File: config.mk
export PLATFORM = sky130hd
export DESIGN_NAME = rgb2hsv_pipe
export DESIGN_NICKNAME = d
export VERILOG_FILES = /design/src/rtl/rgb2hsv_pipe.sv
export SDC_FILE = /design/constraint.sdc
export NUM_CORES = 1
export LEC_CHECK = 0
export ABC_AREA = 1
export BUFFER_PORTS_ARGS = -buffer_cell sky130_fd_sc_hd__buf_4
export CAP_MARGIN = 30
export CORE_AREA = 2 2 309 311
export CTS_CLUSTER_SIZE = 28
export DETAILED_ROUTE_END_ITERATION = 8
export DIE_AREA = 0 0 311 313
export HOLD_SLACK_MARGIN = 0.15
export MAX_ROUTING_LAYER = met4
export PLACE_DENSITY = 0.5
export SYNTH_ARGS = -nofsm -noshare
export SYNTH_HDL_FRONTEND = slang
export SYNTH_SLANG_ARGS = --single-unit
File: constraint.sdc
create_clock -name clk -period 5.5 [get_ports clk]
set_clock_uncertainty 0.15 [all_clocks]
set_input_delay 0 -clock clk [delete_from_list [all_inputs] [get_ports clk]]
set_output_delay 0 -clock clk [all_outputs]
set_load 0.05 [all_outputs]
File: src/rtl/rgb2hsv_pipe.sv
// RGB565/RGB888 to HSV converter: 11-stage stallable pipeline, exact floor division.
// Optional framing checker built when RGB2HSV_PROTO_CHECK_EN is defined.
module rgb2hsv_pipe #(
    parameter bit IN_RGB888 = 1'b0,
    parameter bit H_HALF    = 1'b0
) (
    input  logic        clk,
    input  logic        rst_n,
    input  logic [23:0] din,
    input  logic        din_vld,
    input  logic        din_sop,
    input  logic        din_eop,
    output logic        din_rdy,
    output logic [8:0]  hsv_h,
    output logic [7:0]  hsv_s,
    output logic [7:0]  hsv_v,
    output logic        dout_vld,
    output logic        dout_sop,
    output logic        dout_eop,
    input  logic        dout_rdy,
    output logic        proto_err
);
    localparam logic [1:0] REG_R = 2'd0;
    localparam logic [1:0] REG_G = 2'd1;
    localparam logic [1:0] REG_B = 2'd2;

    // One restoring step on {remainder, numerator/quotient}; the low byte ends as the quotient.
    function automatic logic [15:0] div_step(input logic [15:0] w, input logic [7:0] d);
        logic [8:0] top;
        top = w[15:7];
        if (top >= {1'b0, d}) begin
            top = top - {1'b0, d};
            return {top[7:0], w[6:0], 1'b1};
        end
        return {top[7:0], w[6:0], 1'b0};
    endfunction

    logic        stall;
    logic        adv;
    logic [11:1] vld_p, sop_p, eop_p;
    logic [7:0]  r1, g1, b1, r_x, g_x, b_x;
    logic [7:0]  mx, mn, dl, ad;
    logic [1:0]  rg;
    logic        ps;
    logic [15:0] ws [2:10];
    logic [15:0] wh [2:10];
    logic [7:0]  ds [2:9];
    logic [7:0]  dh [2:9];
    logic [7:0]  v_p [2:10];
    logic [1:0]  rg_p [2:10];
    logic        ps_p [2:10];
    logic        z_p [2:10];
    logic [8:0]  hue;
    logic [8:0]  q9;
    logic        unused_bits;

    assign stall   = dout_vld && !dout_rdy;
    assign din_rdy = !stall;
    assign adv     = !stall;
    assign dout_vld = vld_p[11];
    assign dout_sop = sop_p[11];
    assign dout_eop = eop_p[11];
    assign unused_bits = ^{ws[10][15:8], wh[10][15:8], din[23:16]};

    always_comb begin
        if (IN_RGB888) begin
            r_x = din[23:16];
            g_x = din[15:8];
            b_x = din[7:0];
        end else begin
            r_x = {din[15:11], din[15:13]};
            g_x = {din[10:5],  din[10:9]};
            b_x = {din[4:0],   din[4:2]};
        end
    end

    // Dominant channel by priority R, G, B; ps marks the "plus" direction of the hue offset.
    always_comb begin
        mx = r1;
        if (g1 > mx) mx = g1;
        if (b1 > mx) mx = b1;
        mn = r1;
        if (g1 < mn) mn = g1;
        if (b1 < mn) mn = b1;
        dl = mx - mn;
        if (r1 >= g1 && r1 >= b1) begin
            rg = REG_R;
            ps = g1 >= b1;
            ad = ps ? g1 - b1 : b1 - g1;
        end else if (g1 >= b1) begin
            rg = REG_G;
            ps = b1 >= r1;
            ad = ps ? b1 - r1 : r1 - b1;
        end else begin
            rg = REG_B;
            ps = r1 >= g1;
            ad = ps ? r1 - g1 : g1 - r1;
        end
    end

    always_comb begin
        q9 = {1'b0, wh[10][7:0]};
        case (rg_p[10])
            REG_R:   hue = ps_p[10] ? q9 : ((q9 == 9'd0) ? 9'd0 : 9'd360 - q9);
            REG_G:   hue = ps_p[10] ? 9'd120 + q9 : 9'd120 - q9;
            default: hue = ps_p[10] ? 9'd240 + q9 : 9'd240 - q9;
        endcase
        if (z_p[10]) hue = 9'd0;
    end

    always_ff @(posedge clk or negedge rst_n) begin
        if (!rst_n) begin
            vld_p <= '0;
            sop_p <= '0;
            eop_p <= '0;
            r1 <= '0;
            g1 <= '0;
            b1 <= '0;
            for (int k = 2; k <= 10; k++) begin
                ws[k]   <= '0;
                wh[k]   <= '0;
                v_p[k]  <= '0;
                rg_p[k] <= '0;
                ps_p[k] <= 1'b0;
                z_p[k]  <= 1'b0;
            end
            for (int k = 2; k <= 9; k++) begin
                ds[k] <= '0;
                dh[k] <= '0;
            end
            hsv_h <= '0;
            hsv_s <= '0;
            hsv_v <= '0;
        end else if (adv) begin
            vld_p <= {vld_p[10:1], din_vld};
            sop_p <= {sop_p[10:1], din_vld & din_sop};
            eop_p <= {eop_p[10:1], din_vld & din_eop};
            r1 <= r_x;
            g1 <= g_x;
            b1 <= b_x;
            ws[2]   <= {dl, 8'h00} - {8'h00, dl};
            wh[2]   <= {2'b00, ad, 6'b0} - {6'b0, ad, 2'b00};
            ds[2]   <= mx;
            dh[2]   <= dl;
            v_p[2]  <= mx;
            rg_p[2] <= rg;
            ps_p[2] <= ps;
            z_p[2]  <= (dl == 8'd0);
            for (int k = 3; k <= 10; k++) begin
                ws[k]   <= div_step(ws[k-1], ds[k-1]);
                wh[k]   <= div_step(wh[k-1], dh[k-1]);
                v_p[k]  <= v_p[k-1];
                rg_p[k] <= rg_p[k-1];
                ps_p[k] <= ps_p[k-1];
                z_p[k]  <= z_p[k-1];
            end
            for (int k = 3; k <= 9; k++) begin
                ds[k] <= ds[k-1];
                dh[k] <= dh[k-1];
            end
            hsv_h <= H_HALF ? {1'b0, hue[8:1]} : hue;
            hsv_s <= z_p[10] ? 8'd0 : ws[10][7:0];
            hsv_v <= v_p[10];
        end
    end

`ifdef RGB2HSV_PROTO_CHECK_EN
    logic in_frame;
    logic acc;
    assign acc = din_vld && din_rdy;

    always_ff @(posedge clk or negedge rst_n) begin
        if (!rst_n) begin
            in_frame  <= 1'b0;
            proto_err <= 1'b0;
        end else if (acc) begin
            if ((din_sop && in_frame) || (!din_sop && !in_frame)) proto_err <= 1'b1;
            if (din_eop)      in_frame <= 1'b0;
            else if (din_sop) in_frame <= 1'b1;
        end
    end
`else
    assign proto_err = 1'b0;
`endif

endmodule
* After elaboration in Yosys (flattened, before gate mapping) *
Cells that the tools add are included.

storage, ports and cells
  flip-flop bits (word level) = 525
  input port bits = 30
  output and inout bits = 30
  logic and storage cells = 231

operators by class
  $add $sub $neg = 28
  magnitude comparators = 24
  equality and inequality tests = 1
  muxes and demuxes = 98
  bitwise operators = 2
  reductions and logical operators = 7

operators by type and width
  operator                                             count
  two-way mux 16 bit                                   28
  two-way mux 8 bit                                    28
  subtractor 8 bit                                     21
  greater-or-equal comparator 9 x 8 -> 1 bit           16
  two-way mux 9 bit                                    5
  two-way mux 1 bit                                    34
  greater-or-equal comparator 8 bit                    4
  one-hot mux 9 bit (2 select lines)                   1
  > comparator 8 bit                                   2
  zero test 8 bit                                      2
  < comparator 8 bit                                   2
  subtractor 16 x 8 -> 16 bit                          1
  subtractor 14 x 10 -> 15 bit                         1
  adder 7 x 8 -> 9 bit, first input constant           1
  adder 8 x 8 -> 9 bit, first input constant           1
  subtractor 7 x 8 -> 9 bit, first input constant      1
  subtractor 8 x 8 -> 9 bit, first input constant      1
  subtractor 9 x 8 -> 9 bit, first input constant      1
  two-way mux 2 bit                                    2
  bitwise AND 1 bit                                    2
  equality test 2 x 1 -> 1 bit, second input constant  1
  logical AND 1 bit                                    2
  zero test 1 bit                                      2
  zero test 2 bit                                      1

* Depth between registers and ports, before layout *
  depth in word-level cells = 6
  mapped depth = 39
  depth with buffers taken out = 39

* Worst setup path after synthesis *
No wires, ideal clock.

  kind = reg-to-reg
  start point = register g1[6]
  end point = register ws[139] in the netlist's numbering
  setup time = 0.117 ns
  data arrival time = 4.926 ns
  required time = 5.233 ns
  setup slack = 0.308 ns
  cell stages (with the launch flop) = 39
  buffers on the path = 0
  period minus slack after synthesis = 5.192 ns
  path through = dfrtp_1 > inv_1 > ha_1 > inv_1 > fa_1 > nand3_1 > nand3_1 > nand2_1 > nand2_1 > nand2_2 > inv_2 > nand2_1 > nand2_1 > ha_1 > inv_1 > nor2_1 > o21ai_0 > nand2_1 > (+3 left out) > clkinv_1 > o21ai_0 > inv_1 > ha_1 > fa_1 > inv_1 > nor3_1 > inv_1 > nor2_1 > inv_1 > nor2_1 > inv_1 > nor2_1 > nand3_2 > nand2_1 > nand2_1 > nand2_1 > nand2_1

between the ends
  longest elaborated chain between the ends = 6
  elaborated cells on any way between the ends = 10
  classes of those cells = add/sub: 2; order compare: 4; mux: 4

RTL lines
  what                                                             line    text
  start, declared                                                  41      logic [7:0] r1, g1, b1, r_x, g_x, b_x;
  start signal, assigned                                           139     g1 <= g_x;
  > comparator 8 bit / < comparator 8 bit (equally long branches)  80, 83
  two-way mux 8 bit, on equally long branches                      80, 83
  > comparator 8 bit / < comparator 8 bit (equally long branches)  81, 84
  two-way mux 8 bit, on equally long branches                      81, 84
  subtractor 8 bit (*)                                             85      dl = mx - mn;
  subtractor 16 x 8 -> 16 bit (*)                                  141     ws[2] <= {dl, 8'h00} - {8'h00, dl};
  end signal, assigned by index                                    150     ws[k] <= div_step(ws[k-1], ds[k-1]);
  end, declared                                                    45      logic [15:0] ws [2:10];

Mark *: on every way between the ends. The rest lies on a longest branch, timed or not.
A chain may end at the register's enable or synchronous reset.

* Final worst setup path *
  start point = register r1[5]
  end point = register ws[139] in the netlist's numbering

between the ends
  longest elaborated chain between the ends = 6
  elaborated cells on any way between the ends = 10
  classes of those cells = add/sub: 2; order compare: 4; mux: 4

RTL lines
  what                             line  text
  start, declared                  41
  start signal, assigned           138   r1 <= r_x;
  > comparator 8 bit               80    if (g1 > mx) mx = g1;
  two-way mux 8 bit (*)            80
  > comparator 8 bit               81    if (b1 > mx) mx = b1;
  two-way mux 8 bit (*)            81
  net mx[3]                        42    logic [7:0] mx, mn, dl, ad;
  subtractor 8 bit (*)             85
  subtractor 16 x 8 -> 16 bit (*)  141

The timed path passes the listed nets; every way through them passes the cells marked *.

==> impl_results.md <==
- Status: completed
- DP Area: 29920 um2
- Period utilisation layout: 0.9278
- Synth async-reset ratio: 1.000
- Most Frequent Cell on Critical Path: nand2_1
- Share of the synthesized area in the top cell type: 0.4410
- Routed vias: approximately 22000
- Area contributors post-synth: dfrtp_1, nand2_1, ha_1, o21ai_0, inv_1
- EDFF count, synth: 0
- Total GRT Usage: 0.1462
- Syn Nets: roughly 3800
- Initial DRC count: 1215
- TritonCTS buffer count: 57
- WL/cell: 14.02 um
- Crit path from: r1[5]
- DIE WIDTH: between 300 and 400 um
- R2R depth: 35
- Worst r2r src: r1[5]
- Pins Over Slew Limit: 0
- Clock tree sinks: roughly 500
- Drc violations: 0
- Req. time, crit path: between 5000 and 6000 ps
- First-pass GRT wire length: 115300 um
- CTS root buf: clkbuf_16
- Relative slew margins: 0.3625
- Pre-antenna DRT Iters: 5
- Final setup vio count: 0
- Layout cells sized above 1: 0.08159
- Reg2reg setup slack: 400 ps
- Site Rows: around 110
- Max Clock Freq: between 0.15 and 0.2 GHz
- I/O pin total: 60
- Clock Latency Late Sink: slightly above 600 ps
- Post-route cell area: roughly 33000 um2
- Layout Area Growth over Synthesis: 16.03%
- Post-synthesis cell type count: 62
- CORE AREA: approximately 94000 um2
- Worst EP arrival: between 5000 and 6000 ps
- Final setup TNS: 0 ps
- Synth Register Bits: 494
- Top FF cell, synth: dfrtp_1
- Max-Cap Viols: 0
- Clk buf depth: 3
- DRT Wirelength: just under 70000 um
- R2R Path End: ws[139]
- Hold wc startpoint: ws[112]
- Crit Path Category: register to register
- Full die area: between 90000 and 100000 um2
- Crit-path max FO: 7
- Worst setup EP type: register
- Final ANT Viol Nets: 0
- Die Height: between 300 and 400 um
- Final #Nets: between 3000 and 4000
- Clock transition at the registers of the reported paths: ~60 ps
- Synth area leader: dfrtp_1
- Grt ovf: 0
- Final worst path period need: 5103 ps
- Number of global-route vias before repair: roughly 22000
- CP max-delay cell: dfrtp_1
- Yosys warns: 0
- Via/cell ratio: between 4 and 5
- Final Util: 0.3454
- Largest net degree at the start of global routing: between 200 and 250
- Placer Congestion: just under 0.9
- Syn_area_per_cell: between 7 and 8 um2
- Initial antenna violation count: 2
- Sequential cell area fraction in the yosys report: 0.4410
- Syn Inst Count: between 3000 and 4000
- Port Buf Inserts: 50
- Max H-tree Level: 2
- WHS: between 200 and 300 ps
- Min-delay worst type: register to register
- Cell area after synthesis: 28030 um2
- Setup crit end: ws[139]
- DPL Wire Length: around 48000 um
- Slew @ Worst Pin: 956.3 ps
- CP peak stage delay: about 380 ps
- Final Hold Fails: 0
- Initial core utilization: 0.2977
- Clock tree from TritonCTS: yes
- Crit path launch type: register
[final cells by class]
type / instances / area (um2)
multi-input cells: 2516 / 13910
flip-flops and latches: 494 / 12360
fillers: 10020 / 61640
clock buffers: 82 / 1660
repair buffers: 147 / 1349
inverters: 366 / 1393
diodes: 1 / 2.502
well taps: 1265 / 1583
clock inverters: 23 / 266.5
[per-layer routing]
layer  GRT usage  routed length (um)  vias up
met2      0.2323               31380      240
li1            -                   -    11520
met1      0.1965               33600    10230
met4     0.04271                1825        0
met5           -                   0        -
met3     0.01727                1823      112
[flip-flops by register name, indices dropped and copies added, names as in the netlist]
signal	flops
rg_p	18
wh	112
dh	56
eop_p	11
sop_p	11
hsv_h	9
vld_p	11
v_p	72
hsv_v	8
ws	136
b1	5
g1	6
r1	5
hsv_s	8
z_p	9
q9	8
ps_p	9
[worst max-delay path, delay by kind of cell, from the launching register on]
family / cells / cell delay, ps
flops: 1 / 380
fa+ha+maj: 3 / 1000
compound gates: 7 / 860
xor+xnor: 1 / 260
simple gates: 19 / 1620
buf+inv: 5 / 660
[cells by family (layout without fill, tap and decap cells)]
logic type / count (synthesis) / after routing / synth area share
and+or+nand+nor: 1486 / 1487 / 0.2158
AOI/OAI and AO/OA: 697 / 697 / 0.1339
buffers and inverters: 502 / 618 / 0.06909
DFF: 494 / 494 / 0.4410
adders and majority gates: 232 / 232 / 0.1092
xor gates and xnor gates: 98 / 98 / 0.03062
other: 1 / 2 / 0.0001338
muxes: 1 / 1 / 0.0003571
[cells in the mapped netlist, drive strengths merged (3+ instances only)]
master,number
nor4,4
buf,24
nand2,1194
a22o,6
or4,3
o21bai,17
nand3,103
o211ai,17
fa,21
a21boi,3
inv,364
a211oi,12
xor2,62
o221ai,6
a21o,5
a31oi,14
a21oi,140
nand3b,5
nor2,122
xnor2,36
o22ai,3
or2,12
dfrtp,494
clkbuf,112
ha,211
o21ai,462
nand4,20
nor3,21
[how the worst min path moves through the flow]
stage / slack, ps / endpoint / depth (start not counted)
finish: 290 / ws[97] / 2
global route: 310 / ws[97] / 2
CTS: 270 / ws[97] / 2
floorplan: -450 / b1[2] / 0
detailed placement: -90 / ws[76] / 1
global placement: -100 / ws[76] / 1
[layout by cell type, fill, tap and decap left out, drive strengths merged, types with 41 or more instances in the layout]
cell type and count:
dfrtp 494, ha 211, xor2 62, buf 106, nor2 122, nand2 1195
o21ai 462, dlygate4sd3 41, inv 365, clkbuf 82, a21oi 140, nand3 103
[per-stage QoR]
stage	worst slack [ps]	std cells
after floorplan	307.7	3511
after global placement	125.1	4741
after detailed placement	86.32	4741
after CTS	17.34	4888
after global routing	-64.78	4894
final	397.3	4894
[repair_timing]
action / CTS / global route
setup endpoints to repair: 0 / 14
endpoints found under the hold margin: 606 / 0
gates resized for setup: 0 / 48
hold buffers: 42 / 0
setup buffers: 0 / 2
Power is left out: the tool's default activity adds up to more than one toggle a clock period on the data nets, which glitch-free logic cannot reach.
